### config.mk
export PLATFORM = sky130hd
export DESIGN_NAME = spi_mem_master
export DESIGN_NICKNAME = d
export VERILOG_FILES = /design/src/rtl/spi_mem_master.sv
export SDC_FILE = /design/constraint.sdc
export NUM_CORES = 1
export LEC_CHECK = 0
export ABC_CLOCK_PERIOD_IN_PS = 1880
export BUFFER_PORTS_ARGS = -buffer_cell sky130_fd_sc_hd__buf_2
export CAP_MARGIN = 40
export CORE_ASPECT_RATIO = 1.2
export CORE_UTILIZATION = 52
export CTS_BUF_LIST = sky130_fd_sc_hd__clkbuf_8
export CTS_CLUSTER_DIAMETER = 120
export DETAILED_ROUTE_END_ITERATION = 8
export GPL_ROUTABILITY_DRIVEN = 1
export HOLD_SLACK_MARGIN = 0.15
export PLACE_DENSITY = 0.75
export SLEW_MARGIN = 10
export SYNTH_ARGS = -nofsm -noshare
export SYNTH_HDL_FRONTEND = slang
export SYNTH_SLANG_ARGS = --single-unit
### constraint.sdc
create_clock -name clk -period 1.88 [get_ports clk]
set_input_delay 0.094 -clock clk [delete_from_list [all_inputs] [get_ports clk]]
set_output_delay 0.094 -clock clk [all_outputs]
set_load 0.02 [all_outputs]
### src/rtl/spi_mem_master.sv
// SPI mode-0 master for a serial memory: 16-bit header {wr, addr[14:0]} then data bytes.
// Define SPI_MEM_MASTER_BURST_EN to honour cmd_len; otherwise every transaction moves one byte.
module spi_mem_master #(
  parameter int unsigned DIV = 4
) (
  input  logic        clk,
  input  logic        rst,
  input  logic        cmd_valid,
  output logic        cmd_ready,
  input  logic        cmd_wr,
  input  logic [14:0] cmd_addr,
  input  logic [7:0]  cmd_len,
  input  logic [7:0]  wdata,
  input  logic        wdata_valid,
  output logic        wdata_ready,
  output logic [7:0]  rdata,
  output logic        rdata_valid,
  output logic        SCK,
  output logic        MOSI,
  output logic        SSEL,
  input  logic        MISO
);

  typedef enum logic [2:0] {S_IDLE, S_SEL, S_ADDR, S_DATA, S_DESEL} state_e;

  localparam logic [8:0] PH_LAST    = 9'(DIV - 1);
  localparam logic [8:0] DESEL_LAST = 9'(2 * DIV - 1);

  state_e      state_q, state_d;
  logic [8:0]  cnt_q, cnt_d;
  logic        sck_q, sck_d;
  logic        ssel_q, ssel_d;
  logic [15:0] shift_q, shift_d;
  logic [3:0]  bit_q, bit_d;
  logic        wr_q, wr_d;
  logic        wait_q, wait_d;
  logic        last_q, last_d;
  logic [7:0]  rx_q, rx_d;
  logic        rx_done_q, rx_done_d;
  logic [7:0]  rdata_q, rdata_d;
  logic        rvalid_q, rvalid_d;
  logic        last_byte;
  logic        start_byte;

`ifdef SPI_MEM_MASTER_BURST_EN
  // Bytes still to transfer including the current one; 9 bits so len 255 means 256.
  logic [8:0]  rem_q, rem_d;
  assign last_byte = (rem_q == 9'd1);
`else
  logic        unused_len;
  assign unused_len = ^cmd_len;
  assign last_byte  = 1'b1;
`endif

  always_comb begin
    // NOTE: every next-state value gets its hold default first so no latch is inferred.
    state_d     = state_q;
    cnt_d       = cnt_q;
    sck_d       = sck_q;
    ssel_d      = ssel_q;
    shift_d     = shift_q;
    bit_d       = bit_q;
    wr_d        = wr_q;
    wait_d      = wait_q;
    last_d      = last_q;
    rx_d        = rx_q;
    rx_done_d   = 1'b0;
    rdata_d     = rdata_q;
    rvalid_d    = 1'b0;
    cmd_ready   = 1'b0;
    wdata_ready = 1'b0;
    start_byte  = 1'b0;
`ifdef SPI_MEM_MASTER_BURST_EN
    rem_d       = rem_q;
`endif

    // Received byte is published one cycle after its last bit was sampled.
    if (rx_done_q) begin
      rdata_d  = rx_q;
      rvalid_d = 1'b1;
    end

    unique case (state_q)
      S_IDLE: begin
        cmd_ready = 1'b1;
        if (cmd_valid) begin
          state_d = S_SEL;
          ssel_d  = 1'b0;
          sck_d   = 1'b0;
          cnt_d   = '0;
          shift_d = {cmd_wr, cmd_addr};
          wr_d    = cmd_wr;
          wait_d  = 1'b0;
          last_d  = 1'b0;
`ifdef SPI_MEM_MASTER_BURST_EN
          rem_d   = {1'b0, cmd_len} + 9'd1;
`endif
        end
      end

      S_SEL: begin
        if (cnt_q == PH_LAST) begin
          state_d = S_ADDR;
          sck_d   = 1'b1;
          cnt_d   = '0;
          bit_d   = 4'd15;
        end else begin
          cnt_d = cnt_q + 9'd1;
        end
      end

      S_ADDR, S_DATA: begin
        if (sck_q) begin
          if (cnt_q == PH_LAST) begin
            sck_d   = 1'b0;
            cnt_d   = '0;
            shift_d = shift_q << 1;
            if (bit_q != 4'd0) begin
              bit_d = bit_q - 4'd1;
            end else if (state_q == S_ADDR) begin
              state_d    = S_DATA;
              start_byte = 1'b1;
            end else if (last_byte) begin
              last_d = 1'b1;
            end else begin
              start_byte = 1'b1;
`ifdef SPI_MEM_MASTER_BURST_EN
              rem_d      = rem_q - 9'd1;
`endif
            end
            // A write byte is loaded on the falling edge that starts it; without data the low phase stalls.
            if (start_byte) begin
              bit_d = 4'd7;
              if (wr_q) begin
                if (wdata_valid) begin
                  wdata_ready = 1'b1;
                  shift_d     = {wdata, 8'h00};
                end else begin
                  wait_d = 1'b1;
                end
              end
            end
          end else begin
            cnt_d = cnt_q + 9'd1;
          end
        end else if (wait_q) begin
          if (wdata_valid) begin
            wdata_ready = 1'b1;
            shift_d     = {wdata, 8'h00};
            wait_d      = 1'b0;
          end
        end else if (cnt_q == PH_LAST) begin
          cnt_d = '0;
          if (last_q) begin
            state_d = S_DESEL;
            ssel_d  = 1'b1;
            last_d  = 1'b0;
          end else begin
            sck_d = 1'b1;
            if (state_q == S_DATA && !wr_q) begin
              rx_d      = {rx_q[6:0], MISO};
              rx_done_d = (bit_q == 4'd0);
            end
          end
        end else begin
          cnt_d = cnt_q + 9'd1;
        end
      end

      S_DESEL: begin
        if (cnt_q == DESEL_LAST) begin
          state_d = S_IDLE;
          cnt_d   = '0;
        end else begin
          cnt_d = cnt_q + 9'd1;
        end
      end

      default: state_d = S_IDLE;
    endcase
  end

  always_ff @(posedge clk or posedge rst) begin
    if (rst) begin
      state_q   <= S_IDLE;
      cnt_q     <= '0;
      sck_q     <= 1'b0;
      ssel_q    <= 1'b1;
      shift_q   <= '0;
      bit_q     <= '0;
      wr_q      <= 1'b0;
      wait_q    <= 1'b0;
      last_q    <= 1'b0;
      rx_q      <= '0;
      rx_done_q <= 1'b0;
      rdata_q   <= '0;
      rvalid_q  <= 1'b0;
`ifdef SPI_MEM_MASTER_BURST_EN
      rem_q     <= '0;
`endif
    end else begin
      // NOTE: state registers use non-blocking assignments so all flops update together.
      state_q   <= state_d;
      cnt_q     <= cnt_d;
      sck_q     <= sck_d;
      ssel_q    <= ssel_d;
      shift_q   <= shift_d;
      bit_q     <= bit_d;
      wr_q      <= wr_d;
      wait_q    <= wait_d;
      last_q    <= last_d;
      rx_q      <= rx_d;
      rx_done_q <= rx_done_d;
      rdata_q   <= rdata_d;
      rvalid_q  <= rvalid_d;
`ifdef SPI_MEM_MASTER_BURST_EN
      rem_q     <= rem_d;
`endif
    end
  end

  assign SCK         = sck_q;
  assign SSEL        = ssel_q;
  assign MOSI        = shift_q[15];
  assign rdata       = rdata_q;
  assign rdata_valid = rvalid_q;

endmodule

After elaboration in Yosys (flattened, before gate mapping)
Cells that the tools add are included.
{ "word_totals": {"regBits": 55, "inputBits": 37, "output_inout_bits": 14, "wordCells": 144} }
{ "op_classes": {"n_addsub": 2, "eq_ne": 26, "mux": 80, "n_bitwise": 3, "reduce_logical": 20} }
{ "op_table": {"columns": ["cell", "count"], "rows": [
  ["16-bit two-way mux", 8],
  ["9-bit two-way mux", 5],
  ["1-bit two-way mux", 44],
  ["9-bit one-hot mux with 4 select lines", 1],
  ["16-bit one-hot mux with 2 select lines", 1],
  ["3-bit two-way mux", 10],
  ["3-bit != test, second input constant", 10],
  ["6-bit AND reduction", 4],
  ["4-bit two-way mux", 5],
  ["2-bit != test, second input constant", 8],
  ["3-bit one-hot mux with 4 select lines", 1],
  ["5-bit AND reduction", 2],
  ["9-bit by 1-bit adder with 9-bit output, second input constant", 1],
  ["9-bit by 2-bit == test with 1-bit output, second input constant", 1],
  ["9-bit by 3-bit == test with 1-bit output, second input constant", 1],
  ["4-bit one-hot mux with 2 select lines", 1],
  ["8-bit AND reduction", 1],
  ["4-bit nonzero test", 2],
  ["3-bit by 2-bit == test with 1-bit output, second input constant", 2],
  ["3-bit by 2-bit != test with 1-bit output, second input constant", 2],
  ["1-bit one-hot mux with 2 select lines", 3],
  ["3-bit AND reduction", 2],
  ["4-bit zero test", 1],
  ["2-bit nonzero test", 2],
  ["other kinds (11)", 13]
]} }

Depth between registers and ports, before layout
Gate-level depths: netlist of the first run.
{ "depth": {"word_depth": 10, "mapped_depth": 8, "mapped_depth_nobuf": 7} }

Worst setup path after synthesis of the first run
Ideal clock, no wire load.
{ "synth_timing": {"kind": "reg-to-reg", "from": "reg bit_q[0]", "to": "reg shift_q[11]", "setup_time_ps": 119, "arrival_time_ps": 1740, "t_required_ps": 1761, "path_slack_ps": 21, "path_stages_with_launch": 9, "path_buffers": 1, "period_less_slack_ps": 1859, "cell_sequence": "dfrtp_1 > inv_1 > ha_1 > nor4b_4 > a31o_1 > buf_6 > mux2_1 > o22ai_1 > o21ai_2"} }
{ "synth_via": {"elab_chain_len": 9} }
{ "synth_rtl": {"columns": ["element", "line", "source"], "rows": [
  ["start: declaration", "34", "logic [3:0] bit_q, bit_d;"],
  ["start signal: assignment", "208", "bit_q <= bit_d;"],
  ["4-bit nonzero test", "118", "if (bit_q != 4'd0) begin"],
  ["1-bit two-way mux", "118", null],
  ["1-bit two-way mux", "114", "if (cnt_q == PH_LAST) begin"],
  ["1-bit two-way mux", "113", "if (sck_q) begin"],
  ["1-bit two-way mux", "83", "unique case (state_q)"],
  ["16-bit two-way mux", "132", "if (start_byte) begin"],
  ["16-bit two-way mux", "114", null],
  ["16-bit two-way mux", "113", null],
  ["16-bit one-hot mux with 2 select lines", "83", null],
  ["end signal: assignment", "207", "shift_q <= shift_d;"],
  ["end: declaration", "33", "logic [15:0] shift_q, shift_d;"]
]} }
No other way between the ends. The select of a mux whose other input is x is not followed.
A chain may end at the register's enable or synchronous reset.

Worst setup path in the final report of the first run
{ "layout_timing": {"from": "reg bit_q[1]", "to": "out wdata_ready"} }
{ "layout_via": {"elab_chain_len": 9} }
{ "layout_rtl": {"columns": ["element", "line", "source"], "rows": [
  ["4-bit nonzero test", "118", null],
  ["1-bit two-way mux", "118", null],
  ["1-bit two-way mux", "114", null],
  ["1-bit two-way mux", "113", null],
  ["1-bit two-way mux", "83", null],
  ["1-bit two-way mux", "132", null],
  ["1-bit two-way mux", "114", null],
  ["1-bit two-way mux", "113", null],
  ["1-bit two-way mux", "83", null],
  ["end: declaration", "15", "output logic wdata_ready,"]
]} }
No other way between the ends. The select of a mux whose other input is x is not followed.

==> metrics.txt, run 1 <==
Post-synth EDFFs 0; RR Startpoint bit_q[1]$_DFFE_PP0P_; unrepaired setup endpoints after global routing true; Placed Area between 3000 and 4000 µm²; outcome finished, violations left; Mapped Cells between 200 and 300; Final Slew Violations 0; Pre-antenna DRT Iters 6; final setup fails 1; Setup CP Type reg2out; post-DP HPWL approximately 4400 µm; Fill cells 389; Top Family by Delay on Critical Path simple AND/OR/NAND/NOR gates; global placer's final weighted congestion roughly 0.85; cts bufs inserted 5; Synth Register Bits 55; fin crit share 102%; Clock Sinks 55; Ports 51; CTS H-tree depth 2; Syn. warnings 0; Clock Tree Buf Depth 2; DR iter-0 viols around 120; Synth cell types 57; commonest non-fill, non-tap cells in the layout dfrtp_1 (52), buf_2 (41), buf_4 (39); vias in the first global route around 2400; layout cells sized above 1 approximately two fifths; post-synthesis area per instance 10.5 µm²; violated checks design-rule violations, negative setup slack; post-synthesis sequential area ratio 46.3%; CTS tree built; FFs w/ async S/R, synth 100%; Worst Path Max Fanout 2; reg-to-reg endpoint shift_q[10]$_DFFE_PP0P_; first-pass GRT wire length 11000 µm; crit-path cells inv_2, ha_4, nor4b_4, buf_4, and3_4, a31oi_4, nor2_1, buf_4; WP data required around 1800 ps; critical path data arrival time about 1800 ps; Worst IR Drop VDD 1.13 mV; Slew headroom about 63%; CP most frequent cell buf_4; GRT overflow 0; core area ~5400 µm²; clk_lat worst skew 310 ps; r2r setup slk 0 ps; post-layout util between 70% and 80%; vias per inst 5.66; ys flop type dfrtp_1; # rows 29; Synth Net Count about 320; Layout Skew 4.91 ps; CP Launch Point bit_q[1]$_DFFE_PP0P_; # DRC 6; Vias approximately 2500; Final Hold Viols 0; Crit. path cell count 8; nets 416; Worst setup EP type output pin; Root Driver clkbuf_8; post-layout min period between 1500 and 2000 ps; ANT nets after route 0; Crit-path slowest cell dfrtp_1; Die Y 84.8 µm; P&R area growth vs syn 31.8%; R2R depth 8; drt wl/cell between 15 and 20 µm; gr usage total between 20% and 30%; Non-Filler Cell Area, Final 3920 µm²; Die Footprint ~6000 µm²; Worst Tran Pin Value around 560 ps; P per Cell Area approximately 1400 nW/µm²; diode count 0; crit path to wdata_ready; largest net degree at the start of global routing 33; crit path buf inv count 3; clock-pin transition on the worst setup and hold timing paths around 100 ps; achievable frequency approximately 520 MHz; PortBufs 42; Cell Area, Synth 2970 µm²; most common cell after layout, fill and taps aside dfrtp_1; crit-path max cell delay ~400 ps; Min-Delay Path Depth 4; initial antenna violation count 0; Non-Filler Instances 439; final WL approximately 6900 µm; starting density of the core 55.0%; Lkg Pwr between 0.0015 and 0.002 µW; die width slightly above 70 µm; Hold Crit Class in2reg; fin worst setup slack -30.2 ps; Placed Cells incl. Taps 400; Max-Cap Viols 0; Startpoint Class register; min-delay src wdata[0]
tightest hold or removal path, cell delays in order:
cell and delay, ps:
buf_2 80, mux2_1 120, o22ai_1 60, o21ai_1 120
report_power, final:
| group | internal (µW) | switching, µW | total (µW) | leakage [µW] |
|---|---|---|---|---|
| Clock | 402 | 410 | 812 | 0.0000548 |
| Sequential | 1520 | 280 | 1800 | 0.000711 |
| Combinational | 1340 | 1530 | 2870 | 0.00110 |
cell type report:
class                   instances  area [µm²]  area share (%)
multi-input cells             202        1550            39.5
flip-flops and latches         55        1380            35.2
repair buffers                104         771            19.7
well taps                      62        77.6            1.98
clock buffers                   5        68.8            1.75
clock inverters                 3        46.3            1.18
inverters                       8        30.0           0.766
cells by family (layout without fill, tap and decap cells):
| kind of cell | Yosys count | count (layout) | synth area share [%] |
|---|---|---|---|
| buffers and inverters | 26 | 120 | 6.35 |
| flip-flops | 55 | 55 | 46.3 |
| adder cells (fa/ha/maj) | 3 | 3 | 1.26 |
| multiplexers | 28 | 28 | 10.8 |
| AND/OR/NAND/NOR | 96 | 96 | 18.0 |
| AO/OA/AOI/OAI | 68 | 68 | 15.2 |
| XOR/XNOR | 7 | 7 | 2.06 |
what timing repair did:
action                                  4_1_cts  5_1_grt
cloned                                        0        0
pin swaps                                     5        9
resized for setup                            13       22
setup buffers                                 7        5
hold endpoints to repair                     41        0
hold buffers                                 19        0
endpoints found under the setup margin       15       23
stage by stage:
stage	TNS [ps]	setup WS, ps	power (µW)	hold slack (ps)
after global routing	-411	-114	5860	194
after floorplan	0	21.1	3620	221
final	-30.2	-30.2	5480	195
after global placement	0	26.5	4150	172
after detailed placement	-101	-72.3	4260	177
after CTS	-31.6	-31.6	5230	164
sequential cells by signal, summed over array words and instances, names as in the netlist:
register and flops:
rdata_valid 1, SCK 1, rdata 8, last_q 1, rx_q 8, wait_q 1
bit_q 4, cnt_q 9, rx_done_q 1, state_q 3, shift_q 16, SSEL 1
wr_q 1
how the worst min path moves through the flow:
stage / to / slack [ps]
floorplan: shift_q[0]$_DFFE_PP0P_ / 220
global placement: shift_q[1]$_DFFE_PP0P_ / 170
detailed placement: shift_q[2]$_DFFE_PP0P_ / 180
CTS: shift_q[10]$_DFFE_PP0P_ / 160
global route: shift_q[8]$_DFFE_PP0P_ / 190
finish: shift_q[8]$_DFFE_PP0P_ / 190
synthesized netlist by cell type (all sizes together), types with 2 or more instances:
cell type,n,share of area [%]
xor2,7,2.1
nor4b,3,1.6
nand2b,3,0.72
dfrtp,54,45
and2,3,0.63
o21ai,24,5.2
nand3,9,1.5
mux2,27,10
o21bai,3,0.76
nor4,3,1.1
nand4,5,1.3
inv,8,1.0
ha,3,1.3
a211oi,3,0.76
nor3,4,0.67
a31oi,2,0.42
nor2b,4,0.84
a21oi,13,2.2
nor3b,2,0.67
nand2,32,4.0
o22ai,8,1.7
buf,11,3.2
a22oi,8,2.0
clkbuf,7,2.1
nor2,18,2.4
and3,4,0.84
routing by layer:
layer / share of wire [%] / track usage (%) / up-vias
li1: - / - / 1191
met1: 41 / 27.9 / 1219
met2: 54 / 43.0 / 65
met3: 3.4 / 3.80 / 11
met4: 1.6 / 6.55 / 0
met5: 0 / 0 / -
No activity file was read; power rests on OpenSTA's default activity.
==> run 2: changes to the inputs <==
--- a/config.mk
+++ b/config.mk
@@ -16,6 +16,7 @@
 export GPL_ROUTABILITY_DRIVEN = 1
 export HOLD_SLACK_MARGIN = 0.15
 export PLACE_DENSITY = 0.75
+export SKIP_CTS_REPAIR_TIMING = 1
 export SLEW_MARGIN = 10
 export SYNTH_ARGS = -nofsm -noshare
 export SYNTH_HDL_FRONTEND = slang
==> metrics.txt, run 2 (synthesis results as in run 1) <==
outcome finished, violations left; violated checks design-rule violations, negative setup slack; gr usage total 21.6% (-1.7 points); fin crit share 104% (+2.4 points); cts bufs inserted 5 (unchanged); Hold Crit Class in2reg; Die Footprint 6030 µm² (unchanged); initial antenna violation count 0 (unchanged); Non-Filler Instances 439 (unchanged); Lkg Pwr 0.00186 µW (about the same); vias in the first global route 2271 (-6.2%); ANT nets after route 0 (unchanged); Vias 2435 (-2.1%); Non-Filler Cell Area, Final 3900 µm² (-0.48%); vias per inst 5.55 (-2.1%); CTS H-tree depth 2 (unchanged); Placed Area 3370 µm² (unchanged); FF/Latch Area 1380 µm² (unchanged); Clock Tree Buf Depth 2 (unchanged); Ports 51 (unchanged); Layout Skew 4.19 ps (-0.724 ps); total power 5430 µW (-0.92%); WP data required 1790 ps (about the same); # DRC 6 (unchanged); Final Slew Violations 0 (unchanged); DR iter-0 viols 94 (-18%); achievable frequency 511 MHz (-2.3%); P&R area growth vs syn 31.2%; Slew headroom 62.4% (-0.31 points); final WL 6770 µm (-2.4%); Root Driver clkbuf_8; fin worst setup slack -75.1 ps (-44.9 ps); CTS tree built; Biggest register shift_q; starting density of the core 55.0% (unchanged); Clock Sinks 55 (unchanged); Largest regs shift_q (16), cnt_q (9); Die Y 84.8 µm (unchanged); die width 71.0 µm (unchanged); Worst Tran Pin Value 564 ps (+4.62 ps); nets 416 (unchanged); P per Cell Area 1390 nW/µm² (-0.44%); Worst setup EP type output pin; Setup CP Type reg2out; layout cells sized above 1 41.4% (unchanged); Worst Path Max Fanout 4 (+2); drt wl/cell 15.4 µm (-2.4%); PortBufs 42 (unchanged); most common cell after layout, fill and taps aside dfrtp_1; clock-pin transition on the worst setup and hold timing paths 100 ps (about the same); post-layout min period 1960 ps (+44.9 ps); clk_lat worst skew 300 ps (about the same); Multi-input gate area 1530 µm² (-1.1%); first-pass GRT wire length 10300 µm (-6.7%); Startpoint Class register; Final Hold Viols 0 (unchanged); critical path data arrival time 1860 ps (+40 ps); largest net degree at the start of global routing 33 (unchanged); post-DP HPWL 4410 µm (unchanged); setup TNS -75.1 ps (-44.9 ps); Fill cells 378 (-2.8%); global placer's final weighted congestion 0.851 (unchanged); post-layout util 72.2% (-0.35 points); Worst IR Drop VDD 1.09 mV (-2.8%); Pre-antenna DRT Iters 7 (+1); final setup fails 1 (unchanged); GRT overflow 0 (unchanged); core area 5410 µm² (unchanged); commonest non-fill, non-tap cells in the layout dfrtp_1 (52), buf_2 (41), buf_4 (40); unrepaired setup endpoints after global routing true; max reg flops 16 (unchanged); # rows 29 (unchanged); diode count 0 (unchanged); Max-Cap Viols 0 (unchanged); Placed Cells incl. Taps 400 (unchanged)
run 2: through the flow:
| stage | setup WS [ps] | hold WS (ps) |
|---|---|---|
| final | -75.1 | 168 |
| after global routing | -131 | 178 |
| after CTS | -209 | -165 |
| after detailed placement | -72.3 | 177 |
| after global placement | 26.5 | 172 |
| after floorplan | 21.1 | 221 |
run 2: path summary, 6_finish.rpt:
| kind | start | slack (ps) | endpoint | depth (start not counted) |
|---|---|---|---|---|
| max | cnt_q[1]$_DFFE_PP0P_ | -80 | wdata_ready | 7 |
| min | wdata_valid | 170 | wait_q$_DFFE_PP0P_ | 4 |
| max reg2reg | bit_q[1]$_DFFE_PP0P_ | 10 | shift_q[14]$_DFFE_PP0P_ | 8 |
| min reg2reg | shift_q[7]$_DFFE_PP0P_ | 490 | shift_q[7]$_DFFE_PP0P_ | 2 |
| max in group asynchronous | rst | 920 | state_q[0]$_DFFE_PP0P_ | 4 |
| min in group asynchronous | rst | 380 | shift_q[1]$_DFFE_PP0P_ | 3 |
run 2: area by class of cell:
class | instances | area share [%]
clock inverters | 3 | 1.19
inverters | 8 | 0.769
well taps | 62 | 1.99
flip-flops and latches | 55 | 35.4
repair buffers | 104 | 19.7
multi-input cells | 202 | 39.2
clock buffers | 5 | 1.76
run 2: per-layer routing:
metal	GRT usage (%)	wire, µm	vias to the layer above
met3	3.56	219	7
met2	39.2	3610	56
met5	0	0	-
met4	6.18	66	0
li1	-	-	1190
met1	26.5	2870	1182
run 2: critical path, stage by stage (launching register included):
cell and delay, ps:
dfrtp_1 410, ha_2 210, nor3b_4 150, and3b_2 250, buf_6 140, a31oi_1 180
nor2_1 70, buf_4 150
run 2: report_power, final:
part	internal, µW	switching [µW]
clock	402	399
combinational	1340	1490
sequential	1520	283
total	3260	2180
